==> src/rtl/alu_pkg.sv <==
// Shared opcodes, FSM state encoding and flag bit positions for the
// sequential execute unit.
package alu_pkg;

    localparam logic [1:0] OP_ADD = 2'd0;
    localparam logic [1:0] OP_SUB = 2'd1;
    localparam logic [1:0] OP_MUL = 2'd2;
    localparam logic [1:0] OP_DIV = 2'd3;

    localparam logic MODE_MUL = 1'b0;
    localparam logic MODE_DIV = 1'b1;

    localparam int FLG_ZERO  = 0;
    localparam int FLG_CARRY = 1;
    localparam int FLG_OVF   = 2;
    localparam int FLG_DZ    = 3;

    typedef enum logic [1:0] {
        ST_IDLE = 2'd0,
        ST_MUL  = 2'd1,
        ST_DIV  = 2'd2,
        ST_DONE = 2'd3
    } state_t;

endpackage

==> src/rtl/muldiv_iter.sv <==
// Shared iterative datapath: shift-add multiply and restoring divide over
// a {hi, lo} register pair, one step per cycle for WIDTH cycles.
module muldiv_iter
    import alu_pkg::*;
#(
    parameter int WIDTH = 8
) (
    input  logic             clk,
    input  logic             reset,
    input  logic             start,
    input  logic             mode,
    input  logic [WIDTH-1:0] op_a,
    input  logic [WIDTH-1:0] op_b,
    output logic             done,
    output logic [WIDTH-1:0] hi_next,
    output logic [WIDTH-1:0] lo_next
);

    localparam int CW = $clog2(WIDTH + 1);

    logic [WIDTH-1:0] hi_q, hi_d;
    logic [WIDTH-1:0] lo_q, lo_d;
    logic [WIDTH-1:0] opb_q, opb_d;
    logic [CW-1:0]    cnt_q, cnt_d;
    logic             run_q, run_d;
    logic             mode_q, mode_d;
    logic [WIDTH:0]   add_sum;
    logic [WIDTH:0]   rem_shift;
    logic [WIDTH:0]   trial;

    // hi holds the accumulator (MUL) or partial remainder (DIV); lo holds
    // the multiplier bits still to consume or the dividend shifting into quotient
    always_comb begin
        hi_d      = hi_q;
        lo_d      = lo_q;
        opb_d     = opb_q;
        cnt_d     = cnt_q;
        run_d     = run_q;
        mode_d    = mode_q;
        add_sum   = {1'b0, hi_q} + (lo_q[0] ? {1'b0, opb_q} : {(WIDTH + 1){1'b0}});
        rem_shift = {hi_q, lo_q[WIDTH-1]};
        trial     = rem_shift - {1'b0, opb_q};

        if (start) begin
            hi_d   = '0;
            lo_d   = op_a;
            opb_d  = op_b;
            cnt_d  = CW'(WIDTH - 1);
            run_d  = 1'b1;
            mode_d = mode;
        end else if (run_q) begin
            if (mode_q == MODE_MUL) begin
                {hi_d, lo_d} = {add_sum, lo_q[WIDTH-1:1]};
            end else if (!trial[WIDTH]) begin
                hi_d = trial[WIDTH-1:0];
                lo_d = {lo_q[WIDTH-2:0], 1'b1};
            end else begin
                hi_d = rem_shift[WIDTH-1:0];
                lo_d = {lo_q[WIDTH-2:0], 1'b0};
            end
            if (cnt_q == '0) begin
                run_d = 1'b0;
            end else begin
                cnt_d = cnt_q - 1'b1;
            end
        end
    end

    always_ff @(posedge clk or negedge reset) begin
        if (!reset) begin
            hi_q   <= '0;
            lo_q   <= '0;
            opb_q  <= '0;
            cnt_q  <= '0;
            run_q  <= 1'b0;
            mode_q <= MODE_MUL;
        end else begin
            hi_q   <= hi_d;
            lo_q   <= lo_d;
            opb_q  <= opb_d;
            cnt_q  <= cnt_d;
            run_q  <= run_d;
            mode_q <= mode_d;
        end
    end

    // The final step's result is exported combinationally so the caller can
    // capture it on the same edge that ends the operation.
    assign done    = run_q && (cnt_q == '0);
    assign hi_next = hi_d;
    assign lo_next = lo_d;

endmodule

==> src/rtl/alu_seq_core.sv <==
// Handshaked execute unit: single-cycle ADD/SUB, iterative MUL/DIV through
// muldiv_iter, with registered results and flags held until consumed.
module alu_seq_core
    import alu_pkg::*;
#(
    parameter int WIDTH = 8
) (
    input  logic             clk,
    input  logic             reset,
    input  logic             in_valid,
    output logic             in_ready,
    input  logic [1:0]       in_opcode,
    input  logic [WIDTH-1:0] in_op1,
    input  logic [WIDTH-1:0] in_op2,
    output logic             out_valid,
    input  logic             out_ready,
    output logic [WIDTH-1:0] result,
    output logic [WIDTH-1:0] result_hi,
    output logic [3:0]       flags,
    output logic             busy
);

    state_t           state_q, state_d;
    logic [WIDTH-1:0] result_q, result_d;
    logic [WIDTH-1:0] result_hi_q, result_hi_d;
    logic [3:0]       flags_q, flags_d;
    logic [WIDTH:0]   add_full;
    logic [WIDTH:0]   sub_full;
    logic             md_start;
    logic             md_mode;
    logic             md_done;
    logic [WIDTH-1:0] md_hi;
    logic [WIDTH-1:0] md_lo;

    muldiv_iter #(.WIDTH(WIDTH)) u_muldiv (
        .clk     (clk),
        .reset   (reset),
        .start   (md_start),
        .mode    (md_mode),
        .op_a    (in_op1),
        .op_b    (in_op2),
        .done    (md_done),
        .hi_next (md_hi),
        .lo_next (md_lo)
    );

    always_comb begin
        state_d     = state_q;
        result_d    = result_q;
        result_hi_d = result_hi_q;
        flags_d     = flags_q;
        md_start    = 1'b0;
        md_mode     = MODE_MUL;
        add_full    = {1'b0, in_op1} + {1'b0, in_op2};
        sub_full    = {1'b0, in_op1} - {1'b0, in_op2};

        case (state_q)
            ST_IDLE: begin
                if (in_valid) begin
                    case (in_opcode)
                        OP_ADD: begin
                            result_d           = add_full[WIDTH-1:0];
                            result_hi_d        = '0;
                            flags_d            = '0;
                            flags_d[FLG_CARRY] = add_full[WIDTH];
                            flags_d[FLG_ZERO]  = ~|add_full[WIDTH-1:0];
                            state_d            = ST_DONE;
                        end
                        OP_SUB: begin
                            result_d           = sub_full[WIDTH-1:0];
                            result_hi_d        = '0;
                            flags_d            = '0;
                            flags_d[FLG_CARRY] = sub_full[WIDTH];
                            flags_d[FLG_ZERO]  = ~|sub_full[WIDTH-1:0];
                            state_d            = ST_DONE;
                        end
                        OP_MUL: begin
                            md_start = 1'b1;
                            md_mode  = MODE_MUL;
                            state_d  = ST_MUL;
                        end
                        default: begin
                            if (in_op2 == '0) begin
                                result_d        = '1;
                                result_hi_d     = in_op1;
                                flags_d         = '0;
                                flags_d[FLG_DZ] = 1'b1;
                                state_d         = ST_DONE;
                            end else begin
                                md_start = 1'b1;
                                md_mode  = MODE_DIV;
                                state_d  = ST_DIV;
                            end
                        end
                    endcase
                end
            end
            ST_MUL: begin
                if (md_done) begin
                    result_d          = md_lo;
                    result_hi_d       = md_hi;
                    flags_d           = '0;
                    flags_d[FLG_OVF]  = |md_hi;
                    flags_d[FLG_ZERO] = ~|md_lo;
                    state_d           = ST_DONE;
                end
            end
            ST_DIV: begin
                if (md_done) begin
                    result_d          = md_lo;
                    result_hi_d       = md_hi;
                    flags_d           = '0;
                    flags_d[FLG_ZERO] = ~|md_lo;
                    state_d           = ST_DONE;
                end
            end
            default: begin
                if (out_ready) begin
                    state_d = ST_IDLE;
                end
            end
        endcase
    end

    always_ff @(posedge clk or negedge reset) begin
        if (!reset) begin
            state_q     <= ST_IDLE;
            result_q    <= '0;
            result_hi_q <= '0;
            flags_q     <= '0;
        end else begin
            state_q     <= state_d;
            result_q    <= result_d;
            result_hi_q <= result_hi_d;
            flags_q     <= flags_d;
        end
    end

    assign in_ready  = (state_q == ST_IDLE);
    assign busy      = (state_q != ST_IDLE);
    assign out_valid = (state_q == ST_DONE);
    assign result    = result_q;
    assign result_hi = result_hi_q;
    assign flags     = flags_q;

endmodule

==> config.mk <==
export PLATFORM = sky130hd
export DESIGN_NAME = alu_seq_core
export DESIGN_NICKNAME = d
export VERILOG_FILES = /design/src/rtl/alu_pkg.sv /design/src/rtl/muldiv_iter.sv /design/src/rtl/alu_seq_core.sv
export SDC_FILE = /design/constraint.sdc
export NUM_CORES = 1
export LEC_CHECK = 0
export ABC_CLOCK_PERIOD_IN_PS = 3340
export BUFFER_PORTS_ARGS = -buffer_cell sky130_fd_sc_hd__buf_2
export CORE_MARGIN = 4
export CORE_UTILIZATION = 48
export DETAILED_ROUTE_END_ITERATION = 10
export MAX_ROUTING_LAYER = met4
export PLACE_DENSITY = 0.65
export SETUP_SLACK_MARGIN = 0.4
export SKIP_LAST_GASP = 1
export SYNTH_ARGS = -nofsm -noshare
export SYNTH_HDL_FRONTEND = slang
export SYNTH_SLANG_ARGS = --single-unit
export TNS_END_PERCENT = 5
==> constraint.sdc <==
create_clock -name clk -period 3.34 [get_ports clk]
set_clock_uncertainty 0.15 [all_clocks]
set_input_delay 0.501 -clock clk [delete_from_list [all_inputs] [get_ports clk]]
set_output_delay 0.501 -clock clk [all_outputs]
set_load 0.01 [all_outputs]
### After elaboration in Yosys (flattened, before gate mapping)

Cells that the tools add are included.

| word-level totals | value |
|---|---|
| register bits after elaboration | 52 |
| output and inout port bits | 23 |
| word-level logic and storage cells | 97 |

| cells by class | value |
|---|---|
| eq/ne operators | 13 |
| reduce and logical (&&, ||, !) cells | 25 |
| add/sub/neg operators | 5 |
| mux-type cells | 44 |

Operators with widths:

| cell | count |
|---|---|
| 2-to-1 mux 8 bit | 14 |
| case mux 8 bit (2 select lines) | 3 |
| OR reduction 8 bit | 4 |
| 2-to-1 mux 4 bit | 7 |
| case mux 4 bit (3 select lines) | 2 |
| case mux 8 bit (3 select lines) | 1 |
| 2-to-1 mux 1 bit | 11 |
| inequality test 2 bit (second input constant) | 5 |
| AND reduction 5 bit | 2 |
| adder 8 x 8 -> 9 bit | 1 |
| adder 8 x 9 -> 9 bit | 1 |
| subtractor 8 x 8 -> 9 bit | 1 |
| subtractor 9 x 8 -> 9 bit | 1 |
| logical NOT 8 bit | 1 |
| case mux 2 bit (2 select lines) | 2 |
| == test 2 bit (second input constant) | 3 |
| 2-to-1 mux 2 bit | 3 |
| AND reduction 6 bit | 1 |
| nonzero test 2 bit | 3 |
| nonzero test 3 bit | 2 |
| == test 2 x 1 -> 1 bit (second input constant) | 2 |
| logical NOT 2 bit | 2 |
| logical NOT 4 bit | 1 |
| inequality test 4 x 1 -> 1 bit (second input constant) | 1 |
| 10 further kinds | 13 |

### Depth between registers and ports, before layout

| logic depth | value |
|---|---|
| depth after elaboration | 10 |
| depth in mapped cells | 12 |

### By module

A second synthesis with hierarchy kept.

| unflattened totals | value |
|---|---|
| cell total of the unflattened synthesis | 513 |
| area, all modules | 4,435.5 um^2 |

By module, submodules not included:

| module | cells an instance | area each (um^2) | times used |
|---|---|---|---|
| muldiv_iter | 259 | 2,260.9 | 1 |
| alu_seq_core | 254 | 2,174.6 | 1 |

### Worst setup path after synthesis

Ideal clock, no wire load.

| timing path | value |
|---|---|
| path type | register to register |
| from | register u_muldiv.lo_q[7] |
| to | register flags_q[2], in the netlist flags[2] |
| data required time | 3,049 ps |
| path slack | 326 ps |
| arrival time | 2,723 ps |
| period minus slack after synthesis | 3,014 ps |
| cell stages (with the launch flop) | 12 |
| path buffers | 0 |
| path through | dfrtp_1 -> inv_1 -> ha_1 -> fa_1 -> nand2b_1 -> a211oi_2 -> mux2_4 -> or2_1 -> mux2i_1 -> a31oi_1 -> nor4_1 -> a41oi_1 |

| between the ends | value |
|---|---|
| longest elaborated chain between the ends | 8 |

RTL lines:

| what | RTL line | RTL |
|---|---|---|
| from (decl) | muldiv_iter.sv:22 | `logic [WIDTH-1:0] lo_q, lo_d;` |
| from (signal assigned) | muldiv_iter.sv:79 | `lo_q <= lo_d;` |
| subtractor 9 x 8 -> 9 bit | muldiv_iter.sv:42 | `trial = rem_shift - {1'b0, opb_q};` |
| 2-to-1 mux 8 bit | muldiv_iter.sv:54 | `end else if (!trial[WIDTH]) begin` |
| 2-to-1 mux 8 bit | muldiv_iter.sv:52 | `if (mode_q == MODE_MUL) begin` |
| 2-to-1 mux 8 bit | muldiv_iter.sv:51 | `end else if (run_q) begin` |
| 2-to-1 mux 8 bit | muldiv_iter.sv:44 | `if (start) begin` |
| net md_hi[3] | alu_seq_core.sv:32 | `logic [WIDTH-1:0] md_hi;` |
| OR reduction 8 bit | alu_seq_core.sv:103 | `flags_d[FLG_OVF] = \|md_hi;` |
| 2-to-1 mux 4 bit | alu_seq_core.sv:99 | `if (md_done) begin` |
| case mux 4 bit (3 select lines) | alu_seq_core.sv:57 | `case (state_q)` |
| to (signal assigned) | alu_seq_core.sv:135 | `flags_q <= flags_d;` |
| to (decl) | alu_seq_core.sv:26 | `logic [3:0] flags_q, flags_d;` |

The timed path passes the listed nets, and every way through them passes these cells. The select of a mux whose other input is x is not followed.
A chain may end at the register's enable or synchronous reset.

### Final worst setup path

| timing path | value |
|---|---|
| from | register u_muldiv.opb_q[0] |
| to | register result_hi_q[3], in the netlist result_hi[3] |

| between the ends | value |
|---|---|
| longest elaborated chain between the ends | 7 |
| elaborated cells between the ends (all ways) | 9 |
| classes of those cells | add/sub: 2; mux: 7 |

RTL lines:

| what | RTL line | RTL |
|---|---|---|
| from (decl) | muldiv_iter.sv:23 | `logic [WIDTH-1:0] opb_q, opb_d;` |
| from (signal assigned) | muldiv_iter.sv:80 | `opb_q <= opb_d;` |
| 2-to-1 mux 8 bit or subtractor 9 x 8 -> 9 bit (tied branches) | muldiv_iter.sv:40, muldiv_iter.sv:42 |  |
| adder 8 x 9 -> 9 bit or 2-to-1 mux 8 bit (tied branches) | muldiv_iter.sv:40, muldiv_iter.sv:54 |  |
| 2-to-1 mux 8 bit * | muldiv_iter.sv:52 |  |
| 2-to-1 mux 8 bit * | muldiv_iter.sv:51 |  |
| 2-to-1 mux 8 bit * | muldiv_iter.sv:44 |  |
| net md_hi[3] | alu_seq_core.sv:32 |  |
| 2-to-1 mux 8 bit * | alu_seq_core.sv:99, alu_seq_core.sv:109 |  |
| case mux 8 bit (2 select lines) * | alu_seq_core.sv:57 |  |
| to (signal assigned) | alu_seq_core.sv:134 | `result_hi_q <= result_hi_d;` |
| to (decl) | alu_seq_core.sv:25 | `logic [WIDTH-1:0] result_hi_q, result_hi_d;` |

Mark *: on every way through the listed nets, which the timed path passes. The rest lies on a longest branch. The select of a mux whose other input is x is not followed.

==> impl_metrics.py <==
metrics = {
    "run_status": {
        "status": "completed",
    },
    "final_layout": {
        "antennaDiodeCount": 0,
        "drive_above_1_share": 0.191,
        "area_growth_pct": 15.0,
        "final_nets": 626,
    },
    "floorplanning": {
        "rows": 34,
        "ios": 45,
        "die_height_um": 103,
        "initial_utilization": 0.494,
        "dieArea_sq_um": 10600,
        "coreArea_sq_um": 8760,
        "die_x_um": 103,
    },
    "synthesis": {
        "synth_ff_type": "dfrtp_1",
        "ys_seq_area_frac": 0.301,
        "yosys.area.top_type": "dfrtp_1",
        "synth_seq_cells": 52,
        "synthDistinctLibCells": 64,
        "synth_area_leaders": "dfrtp_1 (30%), ha_1 (11%), mux2i_1 (4.2%)",
        "synth_nets": 578,
        "synthesis.area_sq_um": 4330,
        "ys_async_sr_fraction": 1.00,
        "synth_most_common_cell": "dfrtp_1",
        "postSynthAreaPerCell_sq_um": 8.40,
        "syn_inst": 515,
        "yosys.area.top_type_share": 0.301,
        "synth_edf_count": 0,
        "synth_common_cells": "dfrtp_1 (52), nor2_1 (48), inv_1 (45)",
        "ys_warn_count": 0,
    },
    "setup_path": {
        "end_kind": "flip-flop",
        "crit_path_max_incr_delay_ns": 0.42,
        "startpoint_type": "flip-flop",
        "path_class": "reg2reg",
        "critPathMaxFanout": 4,
        "arrival_ns": 3.08,
        "crit_chain": "ha_4 > fa_2 > nand2b_4 > a211oi_4 > mux2_4 > or2_4 > mux2i_2 > a31oi_2 > a221oi_2 > nor2_1",
        "required_ns": 3.38,
        "crit_path_top_delay_cell": "dfrtp_1",
    },
    "pwr": {
        "power_switching_mw": 3.11,
        "intPower_mw": 3.05,
        "combPwrFrac": 0.733,
        "vdd_drop_max_mv": 0.462,
        "p_leak_nw": 2.25,
        "power_frac_seq": 0.206,
        "clkPwrFrac": 0.061,
        "powerDensity_nw_per_um2": 1240,
        "netSwitchingFraction": 0.505,
    },
    "timing": {
        "fin_tns_setup_ns": 0,
        "fin_crit_sh": 0.909,
        "fmaxAchievable_mhz": 329,
        "hold_viol": 0,
        "hold-worst-slack_ns": 0.123,
        "rsz0062_at_grt": "yes",
        "setup_violations": 0,
        "final_max_slew_viol_count": 0,
        "relSlewSlack": 0.401,
        "period_needed_ns": 3.04,
        "worst_pin_slew_ns": 0.899,
    },
    "clocking": {
        "clkTransAtPathRegs_ns": 0.09,
        "cts_buffers": 5,
        "cts_root_buffer": "clkbuf_8",
        "cts_tree": "yes",
        "ctsHoldBuffers": 0,
        "clock_path_buffers": 2,
        "clkLatencyLatePin_ns": 0.30,
        "clock-sinks": 52,
        "h-tree-depth": 2,
    },
    "global_routing": {
        "first_global_vias": 3921,
        "grt_pass1_wl_um": 20000,
        "grt_remaining_overflow": 0,
        "grt_max_degree": 37,
        "groute.usage.overall": 0.252,
        "antenna_found_initial": 0,
    },
    "drt": {
        "vias": 3980,
        "ant_nets": 0,
        "drtIter0Drc": 157,
        "drcViolationCount": 0,
        "wirelength_um": 12600,
        "first_pass_iters": 5,
        "vias_per_cell": 5.92,
        "post_drt_wl_per_cell_um": 18.7,
    },
    "placement": {
        "place_congestion": 0.979,
        "portBuffers": 44,
        "dp_hpwl_um": 9780,
    },
    "worst_hold_path": {
        "hp-class": "in2async",
    },
    "job": {
        "max_cap_viol_count": 0,
    },
}
state kept, by name, summed over array words and instances, names as in the netlist:
| signal | count |
|---|---|
| result | 8 |
| result_hi | 8 |
| u_muldiv.hi_q | 8 |
| u_muldiv.lo_q | 8 |
| u_muldiv.opb_q | 8 |
| flags | 4 |
| u_muldiv.cnt_q | 4 |
| state_q | 2 |
| u_muldiv.mode_q | 1 |
| u_muldiv.run_q | 1 |
path summary, 6_finish.rpt:
kind | from | endpoint | slack, ns | cells after the start
worst max-delay path | u_muldiv.opb_q[0] | result_hi[3] | 0.30 | 10
worst min-delay path | reset | u_muldiv.cnt_q[0] | 0.12 | 1
worst max register to register | u_muldiv.opb_q[0] | result_hi[3] | 0.30 | 10
worst min register to register | result[7] | result[7] | 0.34 | 1
max in group asynchronous | reset | u_muldiv.hi_q[2] | 2.25 | 2
min in group clk | result[7] | result[7] | 0.34 | 1
worst max-delay path: cells and delay by family (launching register included):
| kind | cells | cell delay (ns) |
|---|---|---|
| AOI/OAI and AO/OA | 3 | 0.76 |
| adders and majority gates | 2 | 0.55 |
| DFF | 1 | 0.42 |
| muxes | 2 | 0.56 |
| and+or+nand+nor | 3 | 0.49 |
kinds of logic after synthesis:
| family | count (synthesis) | synth area share |
|---|---|---|
| AOI/OAI and AO/OA | 145 | 0.230 |
| buffers and inverters | 69 | 0.0607 |
| and+or+nand+nor | 166 | 0.190 |
| adders and majority gates | 41 | 0.125 |
| xor gates and xnor gates | 20 | 0.0405 |
| DFF | 52 | 0.301 |
| muxes | 22 | 0.0529 |
layout by cell type (no fill, tap or decap), drive strengths merged, types with 14 or more instances in the layout:
master  count
dfrtp      52
ha         37
nand2      39
nor2       49
a21oi      31
buf        65
o21ai      34
nand2b     14
inv        45
mux2i      18
xnor2      17
per-layer routing:
layer	wire length (um)	up-vias	track usage
met5	0	-	-
met4	396	0	0.0867
met3	599	27	0.0210
met2	6350	109	0.429
met1	5240	1906	0.315
li1	-	1938	-
power groups by stage:
| stage | registers, mW | logic (mW) | clock network, mW |
|---|---|---|---|
| after floorplan | 1.22 | 2.98 | 0 |
| after global placement | 1.26 | 4.05 | 0 |
| after detailed placement | 1.26 | 4.10 | 0 |
| after CTS | 1.26 | 4.29 | 0.382 |
| after global routing | 1.31 | 4.94 | 0.406 |
| final | 1.27 | 4.52 | 0.376 |
final cells by class:
cell class | count | area, sq um
Tap cell | 108 | 135
Sequential cell | 52 | 1300
Inverter | 45 | 169
Clock buffer | 6 | 82.6
Clock inverter | 2 | 10.0
Timing Repair Buffer | 65 | 378
Fill cell | 796 | 3790
Multi-Input combinational cell | 394 | 2900
through the flow:
stage | setup slack (ns) | cells | utilization | area, sq um | total power [mW]
2_1_floorplan | 0.422 | 515 | - | 4350 | 4.20
3_3_place_gp | 0.211 | 660 | 0.541 | 4740 | 5.30
3_5_place_dp | 0.181 | 660 | 0.541 | 4740 | 5.36
4_1_cts | 0.323 | 672 | 0.560 | 4910 | 5.93
5_1_grt | 0.207 | 672 | 0.568 | 4980 | 6.65
6_report | 0.304 | 672 | 0.568 | 4980 | 6.16
timing repair:
action,CTS,global route
endpoints found under the hold margin,0,0
setup endpoints to repair,7,11
buffers inserted,4,0
gates resized for setup,10,13
pin swaps,7,3
Power figures use the tool's default switching activity.
